<file path="config.mk">
export PLATFORM = sky130hd
export DESIGN_NAME = alu
export DESIGN_NICKNAME = d
export VERILOG_FILES = /design/src/rtl/alu_pkg.sv /design/src/rtl/alu.sv
export SDC_FILE = /design/constraint.sdc
export NUM_CORES = 2
export LEC_CHECK = 0
export ABC_AREA = 1
export CORE_ASPECT_RATIO = 0.6
export CORE_MARGIN = 2
export CORE_UTILIZATION = 66
export DETAILED_ROUTE_END_ITERATION = 8
export GPL_ROUTABILITY_DRIVEN = 0
export PLACE_DENSITY = 0.84
export SLEW_MARGIN = 15
export SYNTH_ARGS = -nofsm -noshare
export SYNTH_HDL_FRONTEND = slang
export SYNTH_SLANG_ARGS = --single-unit
</file>
<file path="constraint.sdc">
create_clock -name clk -period 2.2 [get_ports clk]
set_input_delay 0.44 -clock clk [delete_from_list [all_inputs] [get_ports clk]]
set_output_delay 0.44 -clock clk [all_outputs]
set_load 0.02 [all_outputs]
</file>
<file path="src/rtl/alu_pkg.sv">
// alu_pkg: opcode constants and CMP result bit positions shared by the ALU and its users
package alu_pkg;
    localparam logic [4:0] OP_PASS = 5'd0;
    localparam logic [4:0] OP_ADD  = 5'd4;
    localparam logic [4:0] OP_SUB  = 5'd5;
    localparam logic [4:0] OP_MUL  = 5'd6;
    localparam logic [4:0] OP_DIV  = 5'd7;
    localparam logic [4:0] OP_AND  = 5'd8;
    localparam logic [4:0] OP_NAND = 5'd9;
    localparam logic [4:0] OP_OR   = 5'd10;
    localparam logic [4:0] OP_XOR  = 5'd11;
    localparam logic [4:0] OP_CMP  = 5'd12;
    localparam logic [4:0] OP_NOT  = 5'd13;
    localparam logic [4:0] OP_SHL  = 5'd14;
    localparam logic [4:0] OP_SHR  = 5'd15;
    localparam int CMP_EQ_BIT = 0;
    localparam int CMP_LT_BIT = 1;
endpackage

</file>
<file path="src/rtl/alu.sv">
// alu: unsigned single-cycle ALU, combinational op select into one output register
// Ports: clk, rst (async, active-high), operand_a/operand_b (data), op_code (5-bit select),
//        result (registered), zero (result == 0), div_by_zero (DIV with operand_b == 0)
module alu
    import alu_pkg::*;
#(
    parameter int WIDTH_DATA = 32
) (
    input  logic                  clk,
    input  logic                  rst,
    input  logic [WIDTH_DATA-1:0] operand_a,
    input  logic [WIDTH_DATA-1:0] operand_b,
    input  logic [4:0]            op_code,
    output logic [WIDTH_DATA-1:0] result,
    output logic                  zero,
    output logic                  div_by_zero
);
    logic [WIDTH_DATA-1:0] w_res;
    logic                  w_dbz;
    logic [WIDTH_DATA-1:0] r_result;
    logic                  r_zero;
    logic                  r_dbz;
    always_comb begin
        w_res = '0;
        w_dbz = 1'b0;
        case (op_code)
            OP_PASS: w_res = operand_a;
            OP_ADD:  w_res = operand_a + operand_b;
            OP_SUB:  w_res = operand_a - operand_b;
            OP_MUL:  w_res = operand_a * operand_b;
            OP_DIV: begin
                w_dbz = (operand_b == '0);
                w_res = w_dbz ? '1 : operand_a / operand_b;
            end
            OP_AND:  w_res = operand_a & operand_b;
            OP_NAND: w_res = ~(operand_a & operand_b);
            OP_OR:   w_res = operand_a | operand_b;
            OP_XOR:  w_res = operand_a ^ operand_b;
            OP_CMP: begin
                w_res[CMP_EQ_BIT] = (operand_a == operand_b);
                w_res[CMP_LT_BIT] = (operand_a < operand_b);
            end
            OP_NOT:  w_res = ~operand_a;
            OP_SHL:  w_res = operand_a << operand_b[4:0];
            OP_SHR:  w_res = operand_a >> operand_b[4:0];
            default: w_res = '0;
        endcase
    end
    always_ff @(posedge clk or posedge rst) begin
        if (rst) begin
            r_result <= '0;
            r_zero   <= 1'b1;
            r_dbz    <= 1'b0;
        end else begin
            r_result <= w_res;
            r_zero   <= (w_res == '0);
            r_dbz    <= w_dbz;
        end
    end
    assign result      = r_result;
    assign zero        = r_zero;
    assign div_by_zero = r_dbz;
endmodule

</file>
==> out/qor.csv, run 1 <==
stage,metric,value,unit
floorplan,I/O pins,105,
floorplan,initial core utilization,0.670,
synthesis,yosys warns,0,
floorplan,die width,372,um
outcome,failing step,4_1_cts,
synthesis,mean post-synth cell area,6.30,sq um
synthesis,#FFs+latches synth,34,
place,# port buffers,104,
clocking,CTS buffer count,5,
synthesis,Netlist cell types,87,
clocking,# Post-CTS Setup Buffers,682,
clocking,clock buffer depth,2,
synthesis,Synth Cell Area,53600,sq um
place,Post-DP HPWL,243000,um
synthesis,Post-synth ARST share,1.00,
clocking,CTS Hold Buffers Added,0,
synthesis,Synth top area share,0.175,
synthesis,Post-synth EDFFs,0,
synthesis,"Seq/Total Area, Yosys",0.0159,
place,dpl ws,-67.44,ns
clocking,H-Tree Depth,2,
synthesis,"area leader, netlist",ha_1,
synthesis,Synth area leaders,"ha_1 18%, nand2_1 16%, fa_1 15%, inv_1 11%, a21oi_1 5.8%",
clocking,CTS Sinks,34,
clocking,Resized cells post-CTS,1312,
synthesis,Synth Flop Type,dfrtp_1,
clocking,Root Driver,clkbuf_16,
outcome,First Err,"[ERROR DPL-0038] Utilization greater than 100%, impossible to legalize",
place,instance area at placement,74500,sq um
floorplan,Die Ht,225,um
synthesis,syn nets,9734,
outcome,status,stopped before the end,
floorplan,Rows,80,
synthesis,Syn Inst Count,8502,
==> kinds of logic after synthesis <==
logic type / share of synthesized area
xor gates and xnor gates: 0.0690
buffers and inverters: 0.138
muxes: 0.00483
AOI/OAI and AO/OA: 0.173
DFF: 0.0159
and+or+nand+nor: 0.271
adders and majority gates: 0.328
==> synth_stat cells, types with 33 or more instances <==
master	count
nand2_1	2241
inv_1	1506
ha_1	751
a21oi_1	619
nor2_1	441
fa_1	410
o21ai_0	390
nand3_1	316
xor2_1	265
clkbuf_1	186
xnor2_1	157
nor3_1	79
o21ai_1	72
nand4_1	62
or2_2	58
inv_2	55
buf_1	51
nand2_2	51
o22ai_1	51
nand3_2	44
o21bai_1	43
and2_1	35
o21ai_2	34
a211oi_1	33
buf_2	33
dfrtp_1	33
==> metrics by stage <==
stage | hold slack, ns | cells
detailed placement | 0.998 | 11812
global placement | 0.931 | 11812
floorplan | 0.581 | 8502
==> run 2: changes to the inputs <==
CORE_ASPECT_RATIO = default   (was 0.6)
CORE_UTILIZATION = 40   (was 66)
PLACE_DENSITY = default   (was 0.84)
PLACE_DENSITY_LB_ADDON = 0.15   (was default)
==> run 2 against run 1 <==
- the flow now finishes, with violations (negative setup slack)
- synthesized area stayed put
- synthesized cell count stayed put
==> out/qor.csv, run 2 <==
stage,metric,value,unit
synthesis,Synth Flop Type,dfrtp_1,
cells_and_area,max reg flops,32,
worst_setup_path,kind of critical path,in2reg,
synthesis,syn nets,9734,
synthesis,"Seq/Total Area, Yosys",0.0159,
cells_and_area,"most common cell after layout, fill and taps aside",buf_4,
clocking,CTS Sinks,34,
cells_and_area,most frequent cells in the layout,"2,881 x buf_4, 1,997 x nand2_1, 1,397 x inv_1",
worst_setup_path,CP max FO,17,
synthesis,"area leader, netlist",ha_1,
synthesis,mean post-synth cell area,6.30,sq um
worst_setup_path,"Slowest-stage cell, CP",or3b_4,
route,Via density,5.35,
flow_run,maxcap violations,0,
cells_and_area,Final #Nets,12569,
synthesis,most common cell in the netlist,nand2_1,
worst_setup_path,crit path capture type,register,
worst_setup_path,Worst Setup EP,zero,
synthesis,#FFs+latches synth,34,
route,DR pass1 iterations,9,
clocking,CTS buffer count,5,
route,final antenna-violating net count,0,
synthesis,Syn Inst Count,8502,
floorplan,I/O pins,105,
floorplan,Die Ht,370,um
power_and_ir_drop,P_leak,46.9,nW
global_route,first-pass GRT wire length,387000,um
clocking,"Reg clk slew, reported paths",0.09,ns
worst_setup_path,Crit. path cell count,500,
floorplan,Core Area,133000,sq um
place,# port buffers,104,
synthesis,Netlist cell types,87,
floorplan,initial core utilization,0.402,
route,Vias,70250,
timing,Max Fclk,16.4,MHz
global_route,all-layer global routing usage,0.366,
clocking,H-Tree Depth,2,
timing,RSZ-0062 raised after global routing,true,
timing,final hold violation count,0,
power_and_ir_drop,switching power total,39.6,mW
power_and_ir_drop,Net Sw Frac,0.514,
synthesis,Post-synth EDFFs,0,
cells_and_area,footprint of the multi-input gates,51700,sq um
power_and_ir_drop,Pint,37.5,mW
cells_and_area,layout cell share with drive strength beyond 1,0.393,
cells_and_area,register area,852,sq um
timing,Final Critical Period,61.03,ns
clocking,Root Driver,clkbuf_16,
clocking,clock buffer depth,2,
timing,setup tns final,-872.40,ns
cells_and_area,Final Instance Area,86000,sq um
floorplan,Rows,134,
power_and_ir_drop,pwr dens,897,nW/um^2
worst_setup_path,Worst path top cell family by delay,simple AND/OR/NAND/NOR gates,
cells_and_area,final std cells w/o fill,13121,
synthesis,yosys warns,0,
clocking,CTS tree,done,
synthesis,Post-synth ARST share,1.00,
timing,max-slew violation count,0,
hold_path,worst hold-check path type,in2async,
synthesis,Synth area leaders,"ha_1 18%, nand2_1 16%, fa_1 15%, inv_1 11%, a21oi_1 5.8%",
worst_setup_path,Worst EP required,2.48,ns
global_route,number of global-route vias before repair,67909,
route,final WL,265000,um
worst_setup_path,CP arrival,61.30,ns
place,placed cells,12648,
place,Post-DP HPWL,201000,um
cells_and_area,area added between synthesis and finish,60.4,%
power_and_ir_drop,Clk pwr share,0.012,
timing,Slew headroom,0.342,
global_route,grt ovf,0,
timing,Slew @ Worst Pin,0.987,ns
timing,setup violators final,34,
floorplan,Die ar.,137000,sq um
power_and_ir_drop,sequential power share,0.011,
route,number of remaining DRC errors,0,
global_route,pin count of the biggest net entering global routing,78,
worst_setup_path,"Top cell by count, worst path",nand2_1,
route,routed len/inst,20.2,um
worst_setup_path,worst setup path start,operand_a[31],
floorplan,die width,370,um
place,instance area at placement,76600,sq um
synthesis,Synth Cell Area,53600,sq um
power_and_ir_drop,Comb power frac,0.977,
power_and_ir_drop,VDD IR max,4.08,mV
global_route,initial antenna violation count,27,
outcome,failing checks,negative setup slack,
timing,period utilization,27.7,
worst_setup_path,Critical Path Max Stage Delay,0.45,ns
synthesis,Synth top area share,0.175,
timing,fin worst setup slack,-58.83,ns
synthesis,Synth top cells by count,"2,241 x nand2_1, 1,506 x inv_1, 751 x ha_1",
cells_and_area,fillcell total,11506,
outcome,status,"finished, violations left",
worst_setup_path,Critical Path Source Type,input pin,
route,drt initial violations,6070,
worst_setup_path,Bufs and invs on worst path,111,
-- run 2: cell counts after synthesis --
Identical to the previous run, type by type.
-- run 2: layout make-up --
type / count / share of cell area
Sequential cell: 34 / 0.00991
Antenna cell: 15 / 0.000437
Multi-Input combinational cell: 6582 / 0.602
Clock buffer: 7 / 0.00166
Clock inverter: 1 / 0.0000582
Tap cell: 1768 / 0.0257
Timing Repair Buffer: 3141 / 0.290
Inverter: 1572 / 0.0703
Timing Repair inverter: 1 / 0.000131
-- run 2: worst min path at each step --
stage | start | end | slack, ns | cells after the start
after floorplan | rst | div_by_zero | 0.58 | 1
after global placement | rst | result[12] | 0.82 | 3
after detailed placement | rst | result[12] | 0.83 | 3
after CTS | rst | result[31] | 0.46 | 3
after global routing | rst | result[31] | 0.50 | 3
final | rst | result[31] | 0.45 | 3
-- run 2: logic make-up (layout without fill, tap and decap cells) --
group	Yosys count	count (layout)	synth area share
AO/OA/AOI/OAI	1551	1551	0.173
XOR/XNOR	422	422	0.0690
adder cells (fa/ha/maj)	1161	1161	0.328
buffers and inverters	1887	4722	0.138
flip-flops	34	34	0.0159
multiplexers	23	23	0.00483
other	0	15	0
AND/OR/NAND/NOR	3424	3425	0.271
-- run 2: worst min-delay path, delay by kind of cell --
kind     cells  cell delay [ns]
buf+inv      3             0.73
-- run 2: power groups by stage --
stage,Clock [mW],Sequential [mW],Combinational [mW]
after CTS,0.911,0.871,73.0
after floorplan,0,1.03,42.2
final,0.906,0.877,75.3
after detailed placement,0,0.876,70.5
after global routing,0.909,0.881,81.2
after global placement,0,0.879,69.7
-- run 2: what timing repair did --
action / in CTS / in global routing
buffers inserted: 280 / 174
gates cloned: 2 / 3
gates resized for setup: 458 / 873
pin swaps: 293 / 547
setup endpoints to repair: 34 / 34
hold buffers: 0 / 0
-- run 2: routing by layer --
| layer | part of all wire | vias to the layer above | wire, um | GRT usage |
|---|---|---|---|---|
| met5 | 0.00049 | - | 131 | 0 |
| met4 | 0.079 | 22 | 21000 | 0.219 |
| met3 | 0.10 | 1022 | 27000 | 0.0882 |
| met1 | 0.39 | 32876 | 103000 | 0.456 |
| li1 | - | 32901 | - | - |
| met2 | 0.43 | 3429 | 113000 | 0.570 |
-- run 2: metrics by stage --
| stage | utilization | total power [mW] | worst slack [ns] | hold slack, ns |
|---|---|---|---|---|
| 6_report | 0.645 | 77.1 | -58.83 | 0.451 |
| 5_1_grt | 0.645 | 82.9 | -62.63 | 0.495 |
| 4_1_cts | 0.608 | 74.8 | -57.97 | 0.462 |
| 3_5_place_dp | 0.575 | 71.3 | -61.52 | 0.830 |
| 3_3_place_gp | 0.575 | 70.5 | -59.66 | 0.824 |
| 2_1_floorplan | - | 43.3 | -56.05 | 0.581 |
No activity file was read; power rests on OpenSTA's default activity.
